File: config.mk
export PLATFORM = sky130hd
export DESIGN_NAME = mult_seq_ctrl
export DESIGN_NICKNAME = d
export VERILOG_FILES = /design/src/rtl/mult_seq_pkg.sv /design/src/rtl/mult_seq_arb.sv /design/src/rtl/mult_seq_ctrl.sv
export SDC_FILE = /design/constraint.sdc
export NUM_CORES = 1
export LEC_CHECK = 0
export CORE_UTILIZATION = 44
export CTS_BUF_LIST = sky130_fd_sc_hd__clkbuf_2 sky130_fd_sc_hd__clkbuf_4 sky130_fd_sc_hd__clkbuf_8
export CTS_CLUSTER_SIZE = 14
export DETAILED_ROUTE_END_ITERATION = 10
export HOLD_SLACK_MARGIN = 0.15
export PLACE_DENSITY = 0.84
export SLEW_MARGIN = 20
export SYNTH_ARGS = -nofsm -noshare
export SYNTH_HDL_FRONTEND = slang
export SYNTH_SLANG_ARGS = --single-unit
File: constraint.sdc
create_clock -name clk -period 2.5 [get_ports clk]
set_clock_uncertainty 0.15 [all_clocks]
set_input_delay 0.5 -clock clk [delete_from_list [all_inputs] [get_ports clk]]
set_output_delay 0.5 -clock clk [all_outputs]
set_load 0.005 [all_outputs]
File: src/rtl/mult_seq_pkg.sv
// Shared types and constants for the signed_mult8 sequencer (mult_seq_ctrl).
package mult_seq_pkg;

    localparam int unsigned MULT_WIDTH = 32'd8;
    localparam int unsigned MULT_RES_W = 32'd16;

    localparam logic MULT_LOAD_A = 1'b0;
    localparam logic MULT_LOAD_B = 1'b1;

    typedef enum logic [2:0] {
        IDLE   = 3'd0,
        LOAD_A = 3'd1,
        LOAD_B = 3'd2,
        WAIT   = 3'd3,
        CAPT   = 3'd4,
        RESP   = 3'd5
    } state_e;

endpackage

File: src/rtl/mult_seq_arb.sv
// Two-requester arbiter: one-hot grant plus grant id.
// Ties go to requester 0 unless MULT_SEQ_RR_EN selects round-robin.
module mult_seq_arb (
`ifdef MULT_SEQ_RR_EN
    input  logic       clk,
    input  logic       rst_n,
`endif
    input  logic       enable,
    input  logic [1:0] valid,
    output logic [1:0] grant,
    output logic       gid
);

    logic tie_pick_s;

`ifdef MULT_SEQ_RR_EN
    logic ptr_r;

    assign tie_pick_s = ptr_r;

    // Pointer moves to the requester that was not just served.
    always_ff @(posedge clk) begin
        if (!rst_n) begin
            ptr_r <= 1'b0;
        end else if (|grant) begin
            ptr_r <= ~gid;
        end else begin
            ptr_r <= ptr_r;
        end
    end
`else
    assign tie_pick_s = 1'b0;
`endif

    // Grant selection; a tie is resolved by tie_pick_s.
    always_comb begin
        grant = 2'b00;
        gid   = 1'b0;
        if (!enable) begin
            grant = 2'b00;
            gid   = 1'b0;
        end else if (valid == 2'b11) begin
            gid   = tie_pick_s;
            grant = tie_pick_s ? 2'b10 : 2'b01;
        end else if (valid[1]) begin
            gid   = 1'b1;
            grant = 2'b10;
        end else if (valid[0]) begin
            gid   = 1'b0;
            grant = 2'b01;
        end else begin
            gid   = 1'b0;
            grant = 2'b00;
        end
    end

endmodule

File: src/rtl/mult_seq_ctrl.sv
// Sequencer and two-port arbiter in front of the shared signed_mult8 multiplier.
// Define MULT_SEQ_RR_EN for round-robin arbitration (default: fixed priority to port 0).
module mult_seq_ctrl
    import mult_seq_pkg::*;
#(
    parameter int unsigned WIDTH = MULT_WIDTH,
    parameter int unsigned RES_W = 2 * WIDTH
) (
    input  logic             clk,
    input  logic             rst_n,
    input  logic             req0_valid,
    output logic             req0_ready,
    input  logic [WIDTH-1:0] req0_a,
    input  logic [WIDTH-1:0] req0_b,
    input  logic             req1_valid,
    output logic             req1_ready,
    input  logic [WIDTH-1:0] req1_a,
    input  logic [WIDTH-1:0] req1_b,
    output logic             resp0_valid,
    input  logic             resp0_ready,
    output logic             resp1_valid,
    input  logic             resp1_ready,
    output logic [RES_W-1:0] resp_data,
    output logic [WIDTH-1:0] mult_abin,
    output logic             mult_absel,
    input  logic [RES_W-1:0] mult_res
);

    state_e           state_r;
    state_e           state_next_s;
    logic [WIDTH-1:0] a_r;
    logic [WIDTH-1:0] b_r;
    logic [WIDTH-1:0] a_next_s;
    logic [WIDTH-1:0] b_next_s;
    logic [WIDTH-1:0] abin_r;
    logic             absel_r;
    logic             gid_r;
    logic             grant_id_s;
    logic             accept_s;
    logic             arb_en_s;
    logic             resp_ready_sel_s;
    logic [1:0]       grant_s;
    logic [1:0]       valid_s;
    logic [1:0]       resp_valid_r;
    logic [RES_W-1:0] data_r;

    // Readies are held low while reset is asserted, not just after it.
    assign arb_en_s         = (state_r == IDLE) && rst_n;
    assign valid_s          = {req1_valid, req0_valid};
    assign accept_s         = |grant_s;
    assign resp_ready_sel_s = gid_r ? resp1_ready : resp0_ready;

    mult_seq_arb u_arb (
`ifdef MULT_SEQ_RR_EN
        .clk    (clk),
        .rst_n  (rst_n),
`endif
        .enable (arb_en_s),
        .valid  (valid_s),
        .grant  (grant_s),
        .gid    (grant_id_s)
    );

    // Operands as they will be after this edge; the bus register needs them early.
    always_comb begin
        a_next_s = a_r;
        b_next_s = b_r;
        if (accept_s) begin
            a_next_s = grant_id_s ? req1_a : req0_a;
            b_next_s = grant_id_s ? req1_b : req0_b;
        end else begin
            a_next_s = a_r;
            b_next_s = b_r;
        end
    end

    // Next-state logic for the load/wait/capture/respond sequence.
    always_comb begin
        state_next_s = state_r;
        case (state_r)
            IDLE:    state_next_s = accept_s ? LOAD_A : IDLE;
            LOAD_A:  state_next_s = LOAD_B;
            LOAD_B:  state_next_s = WAIT;
            WAIT:    state_next_s = CAPT;
            CAPT:    state_next_s = RESP;
            RESP:    state_next_s = resp_ready_sel_s ? IDLE : RESP;
            default: state_next_s = IDLE;
        endcase
    end

    // State, operand, result and output registers.
    always_ff @(posedge clk) begin
        if (!rst_n) begin
            state_r      <= IDLE;
            a_r          <= {WIDTH{1'b0}};
            b_r          <= {WIDTH{1'b0}};
            gid_r        <= 1'b0;
            data_r       <= {RES_W{1'b0}};
            resp_valid_r <= 2'b00;
            abin_r       <= {WIDTH{1'b0}};
            absel_r      <= MULT_LOAD_B;
        end else begin
            state_r <= state_next_s;
            a_r     <= a_next_s;
            b_r     <= b_next_s;
            gid_r   <= accept_s ? grant_id_s : gid_r;
            data_r  <= (state_r == CAPT) ? mult_res : data_r;
            if (state_next_s == RESP) begin
                resp_valid_r <= gid_r ? 2'b10 : 2'b01;
            end else begin
                resp_valid_r <= 2'b00;
            end
            // Outside LOAD_A the bus keeps re-writing B, which is harmless.
            if (state_next_s == LOAD_A) begin
                absel_r <= MULT_LOAD_A;
                abin_r  <= a_next_s;
            end else begin
                absel_r <= MULT_LOAD_B;
                abin_r  <= b_next_s;
            end
        end
    end

    assign req0_ready  = grant_s[0];
    assign req1_ready  = grant_s[1];
    assign resp0_valid = resp_valid_r[0];
    assign resp1_valid = resp_valid_r[1];
    assign resp_data   = data_r;
    assign mult_abin   = abin_r;
    assign mult_absel  = absel_r;

endmodule

* Yosys cells after proc, flatten, opt, wreduce, memory -nomap -nowiden
Index checks and enable logic that the tools add are counted.
Widths: inputs -> output; s select.
** Word-level totals
- Register bits after elaboration :: 47
- Input port bits :: 54
- Output and inout bits :: 29
- Word-level logic and storage cells :: 38
** Cells by class
- Equal/unequal tests :: 8
- Multiplexer cells :: 18
- Reduce and logical (&&, ||, !) cells :: 4
** Operators by type and width (count)
- $mux 8 :: 5
- $pmux 3 s6 :: 1
- $eq 3x3->1 const B :: 3
- $mux 2 :: 4
- $mux 1 :: 7
- $eq 3x1->1 const B :: 2
- $eq 3x2->1 const B :: 2
- $logic_not 3->1 :: 1
- $mux 3 :: 1
- $eq 2x2->1 const B :: 1
- $reduce_and 2->1 :: 1
- $reduce_or 2->1 :: 1
- $logic_and 1x1->1 :: 1

* Logic depth before layout (Yosys ltp)
- Depth after elaboration :: 9
- Gate-level depth with buffers :: 7
- Mapped depth without buffers :: 4

* Modules after synthesis
A second synthesis with hierarchy kept.
** Second synthesis, totals
- Cells, all modules :: 185
- Area, all modules :: 1705.4 µm²
** Modules (own cells, without submodules)
- mult_seq_ctrl :: instances 1, cells each 182, area each 1681.6 µm², sequential area each 780.7 µm²
- mult_seq_arb :: instances 1, cells each 3, area each 23.8 µm², sequential area each 0.0 µm²

* Least setup slack after synthesis
OpenSTA, ideal clock, no wires.
- Kind :: input to output
- From :: input port rst_n
- To :: output port req1_ready
- Data arrival time :: 1.173 ns
- Data required time :: 1.850 ns
- Path slack :: 0.677 ns
- Stages on the path :: 4
- Buffers on the path :: 2
- Path through :: nor4b_2 -> and3b_1 -> buf_6 -> buf_12
** Between the ends
- Word-level cells in the longest chain between the ends :: 2
** RTL lines
- from (decl) :: RTL line mult_seq_ctrl.sv:10 : input logic rst_n,
- $logic_and 1x1->1 :: RTL line mult_seq_ctrl.sv:48 : assign arb_en_s = (state_r == IDLE) && rst_n;
- $mux 2 :: RTL line mult_seq_arb.sv:39 : if (!enable) begin
- to (decl) :: RTL line mult_seq_ctrl.sv:16 : output logic req1_ready,
Every way passes these cells.

* Worst setup path after layout
Same ends and word-level chain as after synthesis.

==> results.toml <==
[detailed_routing]
drt-wirelength-per-cell_microns = 13.5
top_layer_used = "met4"
postRouteWirelength_mm = 4.02
ant_nets = 0
remaining_drc_errors = 0
route.met3.wl_microns = 236
first_pass_iters = 4
vias_per_cell = 5.17
dr_total_vias = 1535
m1WireLength_mm = 1.85
wl_met2_mm = 1.84
dr.first_iter.drc_count = 100

[synthesis]
yosys_warnings = 0
synth_seq_area_share_pct = 47.1
async_flop_share_pct = 0
synth_seq_cells = 39
synth_edf_count = 0
netlist_instances = 171
synth_area_leaders = "dfxtp_1, nand2_1, a21boi_0, a22oi_2, a222oi_1"
synth_common_cells = "dfxtp_1, nand2_1, a21boi_0"
synth_top_area_cell = "dfxtp_1"
synth_cell_type_count = 30
syn_area_sq_mm = 0.00166
synth_top_area_share_pct = 47.1
ys.flop_type = "dfxtp_1"
avgSynthCellArea_sq_um = 9.69
synth_fp_nets = 225

[layout]
layout-drive-gt1-share_pct = 11.2
final_util_pct = 73.9
antenna_cells = 0
syn_to_final_growth_pct = 54.6
final_nets = 304

[grt]
first_global_vias = 1377
antenna_found_initial = 0
grt_remaining_overflow = 0
grt_max_degree = 32
grt_pass1_wl_mm = 6.31
track_usage_pct = 20.5

[power_and_ir_drop]
power_density_mw_per_mm2 = 591
p_int_w = 0.00110
seq_power_share_pct = 47.7
power_w = 0.00151
p_sw_w = 0.000410
p_leak_nw = 0.911
p_clk_share_pct = 27.6
switching_share_pct = 27.1
pwr-share-comb_pct = 24.8
ir_drop_uv = 479

[worst_setup_path]
cp-start-kind = "primary input"
rr_worst_depth = 5
rrSetupSlack_ns = 0.61
cp_top_family = "buffers and inverters"
slowest_delay_ns = 0.50
timing.rr.start = "state_r[1]"
crit_fanout = 2
critPathRequiredTime_ns = 1.85
cp-end-kind = "primary output"
crit_slowest_cell = "clkdlybuf4s50_1"
crit_path_cell_trace = "clkdlybuf4s50_1 -> nor4b_4 -> and3b_2 -> dlygate4sd2_1"
crit_type = "in2out"
crit_cells = 4
reg2reg_to = "mult_abin[4]"
critPathArrivalTime_ns = 1.70
startpoint = "rst_n"
crit_buf_inv = 2
crit_path_end = "req1_ready"

[floorplanning]
coreArea_sq_mm = 0.00347
dieArea_sq_mm = 0.00402
num_rows = 21
initial_core_util_pct = 47.8
die_y_microns = 63.4
io_pins = 83
fp.dieW_microns = 63.4

[clocking]
clk_latency_ns = 0.29
htree_levels = 2
cts_buffers = 5
cts.clk_slew.worst_paths_ns = 0.08
cts_tree = "yes"
clock-sinks = 39
clock_path_buffers = 2
root_buffer = "clkbuf_8"

[sta]
setup_violations = 0
slew_headroom_pct = 61.9
slew_violations = 0
setup-tns-final_ns = 0
rsz0062_at_grt = "no"
worst_slack_ns = 0.145
fin_crit_ns = 2.35
hold_viol_final = 0
timing.fmax_ghz = 0.425
tightest_slew_ns = 0.571
hold_ws_ns = 0.313
fin_crit_sh_pct = 94.2

[placed_design]
io_buffer_count = 82
place.gp.congestion = 0.777
place.detailed.hpwl_mm = 2.84
dp_slack_ns = -0.144

[worst_hold_path]
hold-path-cell-count = 2
hold_start = "resp_data[2]"
hold_path_class = "reg2reg"

[run_status]
status = "finished, final reports clean"

[job]
cap_violations = 0
[flip-flops by register name, summed over array words and instances, names as in the netlist]
| name | flops |
|---|---|
| resp_data | 16 |
| b_r | 8 |
| mult_abin | 8 |
| state_r | 3 |
| resp_valid_r | 2 |
| gid_r | 1 |
| mult_absel | 1 |
[cell type report]
class,instances,area (sq um)
multi-input cells,115,766
flip-flops and latches,39,781
clock inverters,3,20.0
clock buffers,5,68.8
inverters,1,3.75
well taps,46,57.6
fillers,294,905
repair buffers,88,867
[power by group through the flow]
stage | registers, W | clock network [W] | logic, W
final | 0.000722 | 0.000418 | 0.000375
after global routing | 0.000729 | 0.000454 | 0.000411
after CTS | 0.000719 | 0.000430 | 0.000375
after detailed placement | 0.000730 | 0 | 0.000372
after global placement | 0.000729 | 0 | 0.000367
after floorplan | 0.000719 | 0 | 0.000205
[cells by family (layout without fill, tap and decap cells)]
kind of cell	Yosys count	count (layout)	share of synthesized area, %
xor gates and xnor gates	1	1	0.528
muxes	1	1	0.679
AOI/OAI and AO/OA	54	54	27.6
DFF	39	39	47.1
buffers and inverters	17	97	7.62
and+or+nand+nor	59	59	16.5
[worst min-delay path by stage]
stage | to
after detailed placement | resp_data[9]
after global routing | resp_valid_r[0]
after global placement | resp_data[14]
final | resp_data[2]
after floorplan | resp_valid_r[0]
after CTS | resp_data[9]
[worst reg2reg max path, stage by stage (launching register included)]
cell,delay (ns)
dfxtp_1,0.55
nor4b_4,0.08
and3b_2,0.24
buf_4,0.23
a221oi_1,0.42
o21ai_1,0.10
[timing repair]
item | CTS | global route
hold buffers | 0 | 0
endpoints found under the setup margin | 1 | 1
buffers inserted | 0 | 0
pin swaps | 1 | 0
gates resized for setup | 3 | 2
[layer usage]
layer,up-vias,global-route usage (%)
li1,769,-
met1,702,24.7
met2,55,33.0
met3,9,6.52
met4,0,9.66
met5,-,0
[metrics by stage]
step / std cells / instance area (sq um)
floorplan: 171 / 1660
global placement: 289 / 2460
detailed placement: 289 / 2460
CTS: 297 / 2560
global route: 297 / 2560
finish: 297 / 2560
[cell usage in the layout (no fill, tap or decap), types with 2 or more instances in the layout]
cell	netlist	final
nor2_1	4	4
a21oi_1	2	2
buf_4	0	6
clkinvlp_4	0	2
a222oi_1	8	8
a21boi_0	16	16
a221oi_1	7	7
dfxtp_1	39	39
clkbuf_8	0	5
clkdlybuf4s50_1	0	80
nand2_1	39	39
a22oi_2	8	8
o21ai_1	8	8
and3_1	2	2
nor2b_1	8	8
Power figures use the tool's default switching activity.
